[src/rtl/pc_unit.sv]
// rtl/pc_unit.sv - two-phase program counter with optional return-address stack
// Define PC_RAS_EN to build the stack; without it call_in/ret_in are ignored and the status flags are constant.
module pc_unit #(
  parameter int PC_WIDTH  = 8,
  parameter int RAS_DEPTH = 4
) (
  input  logic                clka,
  input  logic                reset_in,
  input  logic                hold_in,
  input  logic                pc_ctl_0_in,
  input  logic [PC_WIDTH-1:0] offset_in,
  input  logic                jmp_in,
  input  logic                call_in,
  input  logic                ret_in,
  input  logic [PC_WIDTH-1:0] jmp_addr_in,
  output logic [PC_WIDTH-1:0] pc_out,
  output logic                phase_out,
  output logic                ras_full_out,
  output logic                ras_empty_out,
  output logic                ras_err_out
);

  logic                phase_q, phase_d;
  logic [PC_WIDTH-1:0] pc_q, pc_d;
  logic                upd;
  logic [PC_WIDTH-1:0] pc_inc, pc_br;

  assign upd     = phase_q & ~hold_in;
  assign phase_d = hold_in ? phase_q : ~phase_q;
  assign pc_inc  = pc_q + PC_WIDTH'(1);
  // An equal-width add wraps exactly like the sign-extended add modulo 2^PC_WIDTH
  assign pc_br   = pc_inc + offset_in;

  always_ff @(posedge clka or posedge reset_in) begin
    if (reset_in) begin
      pc_q    <= '0;
      phase_q <= 1'b0;
    end else begin
      pc_q    <= pc_d;
      phase_q <= phase_d;
    end
  end

  assign pc_out    = pc_q;
  assign phase_out = phase_q;

`ifdef PC_RAS_EN
  localparam int IW = (RAS_DEPTH > 1) ? $clog2(RAS_DEPTH) : 1;
  localparam int CW = $clog2(RAS_DEPTH + 1);

  logic [PC_WIDTH-1:0] ras_q [RAS_DEPTH];
  logic [PC_WIDTH-1:0] ras_d [RAS_DEPTH];
  logic [CW-1:0]       cnt_q, cnt_d;
  logic [CW-1:0]       top_cnt;
  logic                err_q, err_d;
  logic                full, empty;

  assign full    = (cnt_q == CW'(RAS_DEPTH));
  assign empty   = (cnt_q == '0);
  assign top_cnt = cnt_q - CW'(1);

  always_comb begin
    pc_d  = pc_q;
    ras_d = ras_q;
    cnt_d = cnt_q;
    err_d = err_q;
    if (upd) begin
      if (ret_in) begin
        if (empty) begin
          pc_d  = pc_inc;
          err_d = 1'b1;
        end else begin
          pc_d  = ras_q[top_cnt[IW-1:0]];
          cnt_d = top_cnt;
        end
      end else if (jmp_in) begin
        pc_d = jmp_addr_in;
      end else if (call_in) begin
        // Target loads even when the push has to be dropped
        pc_d = jmp_addr_in;
        if (full) begin
          err_d = 1'b1;
        end else begin
          ras_d[cnt_q[IW-1:0]] = pc_inc;
          cnt_d                = cnt_q + CW'(1);
        end
      end else if (pc_ctl_0_in) begin
        pc_d = pc_br;
      end else begin
        pc_d = pc_inc;
      end
    end
  end

  always_ff @(posedge clka or posedge reset_in) begin
    if (reset_in) begin
      cnt_q <= '0;
      err_q <= 1'b0;
      for (int i = 0; i < RAS_DEPTH; i++) ras_q[i] <= '0;
    end else begin
      cnt_q <= cnt_d;
      err_q <= err_d;
      ras_q <= ras_d;
    end
  end

  assign ras_full_out  = full;
  assign ras_empty_out = empty;
  assign ras_err_out   = err_q;
`else
  logic unused_ras_in;
  assign unused_ras_in = call_in ^ ret_in;

  always_comb begin
    pc_d = pc_q;
    if (upd) begin
      if (jmp_in)           pc_d = jmp_addr_in;
      else if (pc_ctl_0_in) pc_d = pc_br;
      else                  pc_d = pc_inc;
    end
  end

  assign ras_full_out  = 1'b0;
  assign ras_empty_out = 1'b1;
  assign ras_err_out   = 1'b0;
`endif

endmodule
[config.mk]
export PLATFORM = sky130hd
export DESIGN_NAME = pc_unit
export DESIGN_NICKNAME = d
export VERILOG_FILES = /design/src/rtl/pc_unit.sv
export SDC_FILE = /design/constraint.sdc
export NUM_CORES = 1
export LEC_CHECK = 0
export CELL_PAD_IN_SITES_DETAIL_PLACEMENT = 0
export CELL_PAD_IN_SITES_GLOBAL_PLACEMENT = 2
export CORE_MARGIN = 8
export CORE_UTILIZATION = 25
export CTS_CLUSTER_DIAMETER = 120
export DETAILED_ROUTE_END_ITERATION = 16
export PLACE_DENSITY_LB_ADDON = 0.15
export SLEW_MARGIN = 20
export SYNTH_ARGS = -nofsm -noshare
export SYNTH_HDL_FRONTEND = slang
export SYNTH_SLANG_ARGS = --single-unit
[constraint.sdc]
create_clock -name clka -period 2.9 [get_ports clka]
set_input_delay 0.29 -clock clka [delete_from_list [all_inputs] [get_ports clka]]
set_output_delay 0.29 -clock clka [all_outputs]
set_load 0.02 [all_outputs]
Word level (Yosys, flattened, before mapping)
Cells that the tools add are included.
- register bits: 9
- bits of input ports: 23
- logic and storage cells: 9
- add/subtract/negate cells: 2
- muxes and demuxes: 2
- bitwise gates (word level): 3
- operator list (cell ; number):
    $mux W8 ; 2
    $add A8 B1 Y8 const B ; 1
    $add A8 B8 Y8 ; 1
    $not A1 Y1 ; 2
    $and A1 B1 Y1 ; 1

Depth between registers and ports, before layout
Gate-level depths: netlist of the first run.
- depth in word-level cells: 4
- gate-level depth with buffers: 10
- gate-level depth less buffers: 10

Worst setup path after synthesis of the first run
No wires, ideal clock.
- path kind: flip-flop to flip-flop
- from: register pc_q[0], in the netlist pc_out[0]
- to: register pc_q[6], in the netlist pc_out[6]
- setup time: 121 ps
- arrival: 2258 ps
- required time: 2779 ps
- setup slack: 521 ps
- stages on the path, launching flop included: 8
- path buffers: 0
- period minus slack after synthesis: 2379 ps
- path through: dfrtp_1 ha_1 fa_1 a211oi_2 o21ai_0 o31a_1 a221o_1 a22o_1
- word-level cells in the longest chain between the ends: 4
- RTL lines (what ; line ; source):
    start, declared ; 24 ; logic [PC_WIDTH-1:0] pc_q, pc_d;
    start signal, assigned ; 39 ; pc_q <= pc_d;
    $add A8 B1 Y8 * ; 30 ; assign pc_inc = pc_q + PC_WIDTH'(1);
    $add A8 B8 Y8 ; 32 ; assign pc_br = pc_inc + offset_in;
    $mux W8 * ; 118 ; else if (pc_ctl_0_in) pc_d = pc_br;
    $mux W8 * ; 117 ; if (jmp_in) pc_d = jmp_addr_in;
Mark *: on every way between the ends. The rest lies on a longest branch, timed or not.
A chain may end at the register's enable or synchronous reset.

Worst setup path in the final report of the first run
Ends and elaborated chain as after synthesis.

==> results of run 1 <==
state kept, by name (all words and copies together), names as in the netlist:
name / count
pc_out: 8
phase_out: 1
cell families (layout without fill, tap and decap cells):
| family | count (synthesis) | count (layout) | synth area share |
|---|---|---|---|
| other | 2 | 3 | 0.00769 |
| DFF | 9 | 9 | 0.230 |
| and+or+nand+nor | 31 | 31 | 0.152 |
| AOI/OAI and AO/OA | 44 | 44 | 0.306 |
| muxes | 1 | 1 | 0.0102 |
| buffers and inverters | 12 | 38 | 0.0679 |
| xor gates and xnor gates | 10 | 10 | 0.0896 |
| adders and majority gates | 10 | 10 | 0.136 |
final timing paths:
path | start | endpoint | slack, ns | depth (start not counted)
worst max-delay path | pc_out[0] | pc_out[6] | 0.40 | 7
worst min-delay path | reset_in | pc_out[7] | 0.33 | 2
worst max register to register | pc_out[0] | pc_out[6] | 0.40 | 7
worst min register to register | phase_out | phase_out | 0.51 | 1
max in group asynchronous | reset_in | pc_out[2] | 2.29 | 2
min in group clka | phase_out | phase_out | 0.51 | 1
worst reg2reg max path, cell delays in order, from the launching register on:
cell	delay, ns
sky130_fd_sc_hd__dfrtp_1	0.43
sky130_fd_sc_hd__ha_1	0.38
sky130_fd_sc_hd__fa_1	0.49
sky130_fd_sc_hd__a211oi_2	0.34
sky130_fd_sc_hd__o21ai_0	0.14
sky130_fd_sc_hd__o31a_1	0.13
sky130_fd_sc_hd__a221o_1	0.32
sky130_fd_sc_hd__a22o_1	0.17
layer usage:
metal  up-vias  global-route usage  wire (um)  share of wire
li1        486                   -          -              -
met1       406               0.117       1420           0.49
met2        26               0.147       1290           0.45
met3         0              0.0387        180          0.062
met4         0             0.00556          0              0
met5         -                   0          0              0
report_power, final:
part           total [mW]  internal, mW  switching [mW]
Sequential          0.268         0.187          0.0808
Clock               0.146        0.0958          0.0500
Combinational       0.968         0.447           0.521
Total                1.38         0.729           0.652
cell type report:
type,count,area share
sequential,9,0.169
timing repair buffer,30,0.223
inverter,4,0.0113
tap,48,0.0451
clock buffer,4,0.0338
multi-input combinational,99,0.517
stage by stage:
step,worst slack [ns],hold WS (ns),instance area (um2),cells,utilization
floorplan,0.521,0.118,981,120,-
global placement,0.301,0.498,1290,190,0.346
detailed placement,0.266,0.501,1290,190,0.346
CTS,0.384,0.344,1330,194,0.359
global route,0.224,0.392,1330,194,0.359
finish,0.400,0.332,1330,194,0.359
synthesized netlist by cell type (2+ instances only):
cell and number:
sky130_fd_sc_hd__dfrtp_1 9, sky130_fd_sc_hd__o31ai_1 5, sky130_fd_sc_hd__ha_1 9, sky130_fd_sc_hd__nor2_1 6, sky130_fd_sc_hd__nand2_1 9, sky130_fd_sc_hd__nand2b_1 2, sky130_fd_sc_hd__a22o_1 2, sky130_fd_sc_hd__inv_1 3
sky130_fd_sc_hd__buf_2 2, sky130_fd_sc_hd__xor2_1 4, sky130_fd_sc_hd__o21ai_1 9, sky130_fd_sc_hd__nor3_1 5, sky130_fd_sc_hd__a211oi_2 2, sky130_fd_sc_hd__a21oi_1 7, sky130_fd_sc_hd__o2111ai_1 2, sky130_fd_sc_hd__buf_4 4
sky130_fd_sc_hd__a21o_1 3, sky130_fd_sc_hd__conb_1 2, sky130_fd_sc_hd__o21ai_0 4, sky130_fd_sc_hd__and3_1 2, sky130_fd_sc_hd__nand3_1 4, sky130_fd_sc_hd__a211oi_1 4, sky130_fd_sc_hd__xnor2_1 6
==> results.txt, run 1 <==
The run finished with clean final reports. The cell at the slowest stage of the critical path is sky130_fd_sc_hd__fa_1. The synthesis-stage register bit count came out at 9. The first global-routing pass estimated 4580 um of wire. The synthesized area per cell came out at 8.21 um2.

The detailed router finished its first iteration with 60 violations. For the worst setup path, the data arrival time is approximately 2.6 ns. The total power of the final layout came out at 1.38 mW. The vias per cell came out at approximately 4.7. Max-cap violations in this run came to 0. Data on the critical path is required at its endpoint by 3.02 ns. The total grt overflow came out at 0. For this run, design rule violations remaining after detail routing come to 0. The area of the die is 6170 um2. In this run, CTS created clock tree buffers numbering 3. In this run the number of H-tree levels came out at 1. The synthesized area is a little under 1000 um2. The leakage power is ~0.55 nW.

The worst setup path is captured at a register. The highest clock rate is 400 MHz. The height of the chip came out at approximately 79 um.

The power density normalized to cell area is between 1000 and 1500 nW/um2. The clock insertion delay at the later pin of the skew report came out at approximately 0.23 ns. Clock tree synthesis found a total of 9 sinks.

Leaving out fill and tap cells, the most frequent cell in the layout is sky130_fd_sc_hd__clkdlybuf4s50_1. CTS placed an instance of sky130_fd_sc_hd__clkbuf_8 at the clock tree root. Registers take 225 um2. The filler cell count is 423. Routability-driven placement finished with a final weighted congestion of 0.721. The time the final worst path needs with I/O delays and setup came out at 2.50 ns. The maximum vdd ir drop came out at between 300 and 400 uV. The via count of the first global-routing pass was about 940. The total number of placement rows is 22. The number of antenna diodes in the final layout is 0.

The number of instances in the synthesized netlist came out at around 120. The final critical-path share of the clock period came out at 0.862. The count of buffers from port buffering came out at 29.

The buffer levels on the longest clock path is 2. The global-route usage over all layers came out at 0.0918. The family of cells with the greatest summed delay on the critical path is compound AO/OA/AOI/OAI gates.

The top-level I/O count is 35. The count of yosys warnings during synthesis came out at 0. The max-slew violation count is 0. On the final layout, the worst clock skew is 0.00671 ns. The clock transition at the register clock pins on the worst setup and hold paths after CTS came out at 0.05 ns. The core outline area is 3720 um2. The detailed placer's ending HPWL came out at 2340 um.

In the synthesized netlist the dominant register cell turns out to be sky130_fd_sc_hd__dfrtp_1. The number of unique standard cell types used by synthesis is 37. In this run the remaining antenna-violating nets after routing total 0. Of all cell types, the one taking the most synthesized area is sky130_fd_sc_hd__dfrtp_1. The largest fanout of any net on the critical path came out at 6. After routing, the total negative slack on setup checks comes to 0 ns. Walking the worst path, the cells encountered are ha_1, fa_1, a211oi_2, o21ai_0, o31a_1, a221o_1, a22o_1. The total buffers and inverters traversed by the critical path is 0.

Sorting the synthesized cells by area gives the leading types as sky130_fd_sc_hd__dfrtp_1 (23%), sky130_fd_sc_hd__ha_1 (12%), sky130_fd_sc_hd__xnor2_1 (5.4%), sky130_fd_sc_hd__o21ai_1 (4.6%), sky130_fd_sc_hd__o31ai_1 (3.8%). The starting utilization of the core area came out at 0.263. The number of hold violations in the final report is 0. The final layout contains routed wiring with a total length of 2890 um. The number of cells upsized or downsized after cts is 0. Dividing the detail-routed wire length by the instance count gives between 10 and 15 um. The library cells used most frequently in the layout, excluding fill and tap cells, are sky130_fd_sc_hd__clkdlybuf4s50_1 (29), sky130_fd_sc_hd__nand2_1 (9), sky130_fd_sc_hd__o21ai_1 (9), sky130_fd_sc_hd__ha_1 (9), sky130_fd_sc_hd__dfrtp_1 (9). The number of antenna violations at the first check in global routing came out at 0.

Headroom to the max-slew limit came out at 0.647. The area taken by multi-input logic gates is 689 um2. The number of endpoints failing setup at the final stage is 0.

The final net count is 180. After clock tree synthesis, the setup repair step added 0 buffers. The die is 78.5 um wide. Buffers inserted to repair hold after CTS numbered 0. At the pin with the least slew margin, the transition time is 0.528 ns. The fraction of synthesis flops using an asynchronous set or reset pin is 1.00. The proportion of netlist area held by the largest area contributor came out at 0.230. The part of the Yosys area used for sequential elements came out at 0.230.

The via count is 918. The worst setup path is launched from a register. The clock tree from TritonCTS is done. In the final layout, the share of cells above drive strength 1 is 0.0548. The number of iterations in the first detailed-routing pass is 4. The synthesized design contains 0 enable-type register cells. In this design, the stage delay of the slowest critical-path cell is 0.49 ns. The type of the tightest min-delay check is in2async. Setup repair after global routing left no endpoint under its margin. Entering global routing, the biggest net connects 13 pins.

The setup path with the least slack is of type reg2reg. From synthesis to final layout, the design area changed by 36.4%.
Note: power is estimated with default switching activity, not from simulation.
==> run 2: changes to the inputs <==
--- a/config.mk
+++ b/config.mk
@@ -7,6 +7,7 @@
 export LEC_CHECK = 0
 export CELL_PAD_IN_SITES_DETAIL_PLACEMENT = 0
 export CELL_PAD_IN_SITES_GLOBAL_PLACEMENT = 2
+export CORE_ASPECT_RATIO = 0.9
 export CORE_MARGIN = 8
 export CORE_UTILIZATION = 25
 export CTS_CLUSTER_DIAMETER = 120
@@ -16,3 +17,4 @@
 export SYNTH_ARGS = -nofsm -noshare
 export SYNTH_HDL_FRONTEND = slang
 export SYNTH_SLANG_ARGS = --single-unit
+export TNS_END_PERCENT = 10
==> run 2 against run 1 <==
  * Non-clock buffer count did not move
  * Combinational power down 2%
  * First-iteration DRC count decreased by 63%
  * Count of clock-buffer cells in the layout unchanged
  * Largest cell class unchanged
  * Sequential share of layout area is essentially flat
  * Cell area is 0.19% lower
  * Worst hold slack improved by 0.0018 ns
  * Largest power group unchanged
  * Maximum frequency is 1.7% higher
  * Critical path type unchanged
  * Power fell by 0.61%
  * Die area is essentially flat
==> results.txt, run 2 (synthesized netlist as in run 1, its figures left out) <==
The flow ran to the end, and the final reports show no timing, DRC or antenna violations. The tree is rooted in a sky130_fd_sc_hd__clkbuf_8. The number of hold violations in the final report is 0 (unchanged).

The share of final-layout standard cells stronger than drive strength 1 came out at 0.0548 (unchanged). The number of cells upsized or downsized after cts came out at 0 (unchanged). The setup clock skew after layout is 0.000471 ns (-0.00624 ns). The H-tree level count came out at 1 (unchanged). The global-route usage over all layers is 0.0938 (+0.00205). TritonCTS built the clock tree.

The final hold slack is 0.334 ns (+0.00178 ns). The highest clock rate came to 407 MHz (+1.7%). The number of antenna violations at the first check in global routing came out at 0 (unchanged). The summed negative setup slack over all endpoints is 0 ns (unchanged). STA classifies the critical path startpoint as a register.

The final weighted congestion in routability-driven placement came out at 0.727 (+0.83%). STA classifies the critical path endpoint as a register. The worst setup path category is reg2reg. The via count came out at 929 (+1.2%). The pin count of the biggest net entering global routing is 13 (unchanged). Leaving out fill and tap cells, the most frequent cells in the layout are sky130_fd_sc_hd__clkdlybuf4s50_1 (29), sky130_fd_sc_hd__nand2_1 (9), sky130_fd_sc_hd__o21ai_1 (9), sky130_fd_sc_hd__ha_1 (9), sky130_fd_sc_hd__dfrtp_1 (9).

The utilization after layout came to 0.356 (-0.00211). The violation count after the first detailed-routing iteration came to 22 (-63%). The total grt overflow was 0 (unchanged). The portion of total power attributed to the clock network is 0.110 (+0.004).

The number of endpoints failing setup at the final stage came out at 0 (unchanged). The horizontal die dimension is 81.9 um (+4.3%). The area of placed instances was 1280 um2 (-0.19%). The final critical-path share of the clock period came to 0.848 (-0.0142). The clock sink count came out at 9 (unchanged).

The number of flip-flops under the largest register name came out at 8 (unchanged). The proportion of total power due to net switching is 0.472 (about the same). The height of the chip is 75.3 um (-4.1%).

The final net count came out at 180 (unchanged). The max-slew violation count is 0 (unchanged). The signed area change from the synthesized netlist to the final layout came out at 36.1%. The clock transition at the register clock pins on the worst setup and hold paths after CTS was 0.05 ns (about the same). The cell internal power dissipation came out at 725 uW (-0.58%). The maximum vdd ir drop was 358 uV (-5.1%). The final cell area excluding filler cells was 1330 um2 (-0.19%). The post-CTS setup buffer count is 0 (unchanged). The largest fanout of any net on the critical path came to 6 (unchanged).

The total power of the final layout is 1.37 mW (-0.61%). The first-pass GRT wire length came out at 4560 um (-0.46%). The quantity of hold-fixing buffers added after cts came out at 0 (unchanged). The area of the die came out at 6170 um2 (about the same). The required time of the critical path was 3.02 ns (about the same). The top-level I/O count was 35 (unchanged). The switching power summed over all nets is 648 uW (-0.63%). The power share of the sequential group came to 0.196 (+0.002). The via count of the first global-routing pass came out at 997 (+6.0%). The starting utilization of the core area came to 0.262 (-0.00106). The clock insertion delay at the later pin of the skew report is 0.23 ns (about the same). The number of iterations in the first detailed-routing pass is 4 (unchanged). The vias per cell is 4.84 (+2.3%). The power share of the combinational group is 0.694 (-0.007).

The wire length after detailed routing came out at 2800 um (-2.9%). The count of buffers from port buffering was 29 (unchanged). The number of buffers added by the clock tree synthesis step was 3 (unchanged). The post-route antenna net violation count is 0 (unchanged). The power density normalized to cell area was 1030 nW/um2 (-0.42%).

Setup repair after global routing left no endpoint under its margin. The relative slew slack is 0.668 (+0.0204). The total number of placement rows is 21 (-4.5%). The core outline area is 3730 um2 (+0.40%).

The wire length per cell after detailed routing is 14.6 um (-1.9%). The buffer levels on the longest clock path came out at 2 (unchanged). The data arrival time at the worst-slack endpoint came out at 2.58 ns (-0.04 ns). The transition time at the pin with the least slew margin came out at 0.498 ns (-0.0306 ns). The leakage power came out at 0.554 nW (unchanged).

Leaving out fill and tap cells, the most frequent cell in the layout is sky130_fd_sc_hd__clkdlybuf4s50_1. The min-delay analysis places its worst path in the category in2async. The detailed placer's ending HPWL was 2270 um (-3.2%). The final routed DRC violation total is 0 (unchanged). The number of max-cap violations is 0 (unchanged). The total inserted antenna cells is 0 (unchanged). The time the final worst path needs with I/O delays and setup is 2.46 ns (-0.0412 ns).
run 2: cell counts in the layout (fill, tap and decap cells not counted):
Identical to the previous run, type by type.
run 2: metal layers:
layer,vias to the layer above,track usage,part of all wire
li1,487,-,-
met1,419,0.116,0.48
met2,21,0.151,0.44
met3,2,0.0413,0.076
met4,0,0.0117,0.0025
met5,-,0,0
run 2: stage by stage:
stage	worst slack [ns]	cells
floorplan	0.521	120
global placement	0.293	188
detailed placement	0.311	188
CTS	0.428	192
global route	0.141	192
finish	0.441	192
run 2: power groups by stage:
stage | Combinational (mW) | Clock [mW] | Sequential, mW
floorplan | 0.614 | 0 | 0.330
global placement | 0.965 | 0 | 0.269
detailed placement | 0.955 | 0 | 0.270
CTS | 0.963 | 0.154 | 0.269
global route | 1.06 | 0.160 | 0.282
finish | 0.953 | 0.151 | 0.269
run 2: path summary, 6_finish.rpt:
path	start	to	slack, ns	cells after the start
worst min-delay path	reset_in	pc_out[7]	0.33	2
worst min register to register	phase_out	phase_out	0.52	1
worst max-delay path	pc_out[0]	pc_out[6]	0.44	7
max in group asynchronous	reset_in	pc_out[6]	2.29	2
min in group clka	phase_out	phase_out	0.52	1
worst max register to register	pc_out[0]	pc_out[6]	0.44	7
run 2: cell type report:
cell class / instances / area [um2]
fillers: 391 / 2400
repair buffers: 30 / 298
flip-flops and latches: 9 / 225
clock buffers: 4 / 45.0
multi-input cells: 99 / 689
inverters: 4 / 15.0
well taps: 46 / 57.6
run 2: critical path, cell delays in order (launching register included):
cell,delay [ns]
sky130_fd_sc_hd__dfrtp_1,0.43
sky130_fd_sc_hd__ha_1,0.37
sky130_fd_sc_hd__fa_1,0.48
sky130_fd_sc_hd__a211oi_2,0.33
sky130_fd_sc_hd__o21ai_0,0.13
sky130_fd_sc_hd__o31a_1,0.11
sky130_fd_sc_hd__a221o_1,0.32
sky130_fd_sc_hd__a22o_1,0.18
==> run 3: changes to the inputs <==
--- a/config.mk
+++ b/config.mk
@@ -9,7 +9,7 @@
 export CELL_PAD_IN_SITES_GLOBAL_PLACEMENT = 2
 export CORE_ASPECT_RATIO = 0.9
 export CORE_MARGIN = 8
-export CORE_UTILIZATION = 25
+export CORE_UTILIZATION = 22
 export CTS_CLUSTER_DIAMETER = 120
 export DETAILED_ROUTE_END_ITERATION = 16
 export PLACE_DENSITY_LB_ADDON = 0.15
==> constraint.sdc (replaced) <==
create_clock -name clka -period 2.26 [get_ports clka]
set_input_delay 0.226 -clock clka [delete_from_list [all_inputs] [get_ports clka]]
set_output_delay 0.226 -clock clka [all_outputs]
set_load 0.02 [all_outputs]
==> run 3 against run 2 <==
  * Sequential cell count did not move
  * Cell area rose by 27%
  * First-iteration DRC count rose by 64%
  * Critical endpoint unchanged
  * Routed wire length grew 19%
  * Core utilization rose by 3.0 points
  * Largest cell class unchanged
  * Combinational power rose by 87%
  * Worst hold slack got worse by 0.070 ns
==> results.txt, run 3 (synthesized netlist as in run 1, its figures left out) <==
The via count is 1058 (+14%). Setup repair after global routing could not meet its margin everywhere. The leakage power came out at 0.695 nW (+25%).

The worst-case setup slack after placement is -0.0829 ns (-0.394 ns). The number of antenna violations at the first check in global routing came out at 0 (unchanged). The final critical-path share of the clock period is 0.982 (+0.134). STA classifies the critical path startpoint as a register. The first-pass GRT wire length came to 5240 um (+15%). The height of the chip is 79.2 um (+5.2%). The via count of the first global-routing pass came out at 1071 (+7.4%). The utilization after layout came out at 0.386 (+0.0297). The total inserted antenna cells is 0 (unchanged).

The violation count after the first detailed-routing iteration came out at 36 (+64%). The number of flip-flops under the largest register name came out at 8 (unchanged). Leaving out fill and tap cells, the most frequent cell in the layout is sky130_fd_sc_hd__clkdlybuf4s50_1. The transition time at the pin with the least slew margin came out at 0.536 ns (+0.0382 ns). The core outline area came out at 4370 um2 (+17%). The maximum vdd ir drop was 535 uV (+49%). The quantity of hold-fixing buffers added after cts came out at 0 (unchanged). The run finished with clean final reports. The root cell of the clock tree is sky130_fd_sc_hd__clkbuf_8. The total number of placement rows is 23 (+9.5%). The final cell area excluding filler cells came to 1690 um2 (+27%). The highest clock rate is 451 MHz (+11%). The total grt overflow was 0 (unchanged). The max-slew violation count came out at 0 (unchanged). The largest fanout of any net on the critical path is 4 (-2).

The share of final-layout standard cells stronger than drive strength 1 is 0.320 (+0.265). The global-route usage over all layers is 0.0967 (+0.00286). The setup clock skew after layout came out at 0.00231 ns (+0.00184 ns). The post-route antenna net violation count was 0 (unchanged). The number of buffers added by the clock tree synthesis step is 3 (unchanged). The count of buffers from port buffering came out at 29 (unchanged). The buffer levels on the longest clock path came out at 2 (unchanged).

The final hold slack is 0.263 ns (-0.0704 ns). The area of the die came out at 6830 um2 (+11%). The clock transition at the register clock pins on the worst setup and hold paths after CTS came to 0.05 ns (about the same).

The worst hold path belongs to the class in2async. The data arrival time at the worst-slack endpoint was 2.34 ns (-0.24 ns). The top cell types in the final layout, fill and taps aside, are sky130_fd_sc_hd__clkdlybuf4s50_1 (29), sky130_fd_sc_hd__buf_4 (26), sky130_fd_sc_hd__o21ai_1 (10). The detailed placer's ending HPWL is 2660 um (+17%). The wire length per cell after detailed routing is 14.2 um (-2.4%). The starting utilization of the core area came out at 0.223 (-0.0385).

The number of max-cap violations came to 0 (unchanged). The final weighted congestion in routability-driven placement is 0.770 (+6.0%). The relative slew slack is 0.642 (-0.0255). The worst path setup slack after routing is 0.0407 ns (-0.401 ns). The final net count is 206 (+14%). The number of iterations in the first detailed-routing pass is 4 (unchanged). The clock sink count came out at 9 (unchanged). The signed area change from the synthesized netlist to the final layout is 72.9%. The pin count of the biggest net entering global routing came out at 14 (+1).

The worst setup path is of the reg2reg kind. The critical path capture point type is a register. The final routed DRC violation total is 0 (unchanged). The horizontal die dimension came out at 86.3 um (+5.3%). The filler cell count came out at 482 (+23%). The vias per cell is 4.52 (-6.6%).

The H-tree level count came out at 1 (unchanged). The required time of the critical path is 2.38 ns (-0.64 ns). The clock insertion delay at the later pin of the skew report came out at 0.24 ns (about the same). The number of hold violations in the final report is 0 (unchanged). The top-level I/O count is 35 (unchanged). The area of placed instances is 1500 um2 (+17%). The time the final worst path needs with I/O delays and setup was 2.22 ns (-0.239 ns). The number of endpoints failing setup at the final stage came out at 0 (unchanged). TritonCTS built the clock tree. The wire length after detailed routing is 3330 um (+19%). The power density normalized to cell area is 1380 nW/um2 (+33%).
run 3: area by class of cell:
class,instances,area (um2),share of cell area
Sequential cell,9,229,0.136
Multi-Input combinational cell,99,826,0.489
Clock buffer,4,45.0,0.0267
Inverter,4,15.0,0.00889
Tap cell,62,77.6,0.0459
Timing Repair Buffer,56,497,0.294
run 3: path summary, 6_finish.rpt:
kind / start / depth (start not counted) / slack, ns / end
max: pc_out[0] / 9 / 0.04 / pc_out[6]
min: reset_in / 2 / 0.26 / pc_out[3]
max reg2reg: pc_out[0] / 9 / 0.04 / pc_out[6]
min reg2reg: phase_out / 1 / 0.51 / phase_out
max in group asynchronous: reset_in / 2 / 1.71 / pc_out[0]
min in group clka: phase_out / 1 / 0.51 / phase_out
run 3: report_power, final:
part	internal [mW]	switching [mW]	leakage, nW	total (mW)
logic	0.954	0.821	0.566	1.78
clock network	0.123	0.0687	0.0228	0.192
registers	0.245	0.111	0.107	0.356
total	1.32	1.00	0.695	2.32
run 3: timing repair:
action / CTS / global route
setup endpoints to repair: 1 / 4
resized for setup: 1 / 22
pin swaps: 3 / 8
buffers inserted: 1 / 1
run 3: critical path: stages, from the launching register on:
cell and delay, ns:
sky130_fd_sc_hd__dfrtp_2 0.44, sky130_fd_sc_hd__ha_4 0.19, sky130_fd_sc_hd__nand3_4 0.11, sky130_fd_sc_hd__nor2_4 0.05, sky130_fd_sc_hd__xor2_2 0.15, sky130_fd_sc_hd__ha_1 0.37
sky130_fd_sc_hd__nand2_1 0.07, sky130_fd_sc_hd__o31a_1 0.24, sky130_fd_sc_hd__a221o_1 0.31, sky130_fd_sc_hd__a22o_1 0.18
run 3: per-layer routing:
layer  routed length, um  global-route usage  vias up
met5                   0                   0        -
met4                  23              0.0258        0
met3                 176              0.0289        2
met2                1560               0.149       27
met1                1570               0.128      488
li1                    -                   -      541
run 3: per-stage QoR:
step	power [mW]	TNS [ns]	std cells
3_3_place_gp	1.92	-0.125	228
6_report	2.32	0	234
3_5_place_dp	1.92	-0.0961	228
4_1_cts	2.15	0	233
5_1_grt	2.53	-0.136	234
2_1_floorplan	1.24	0	120
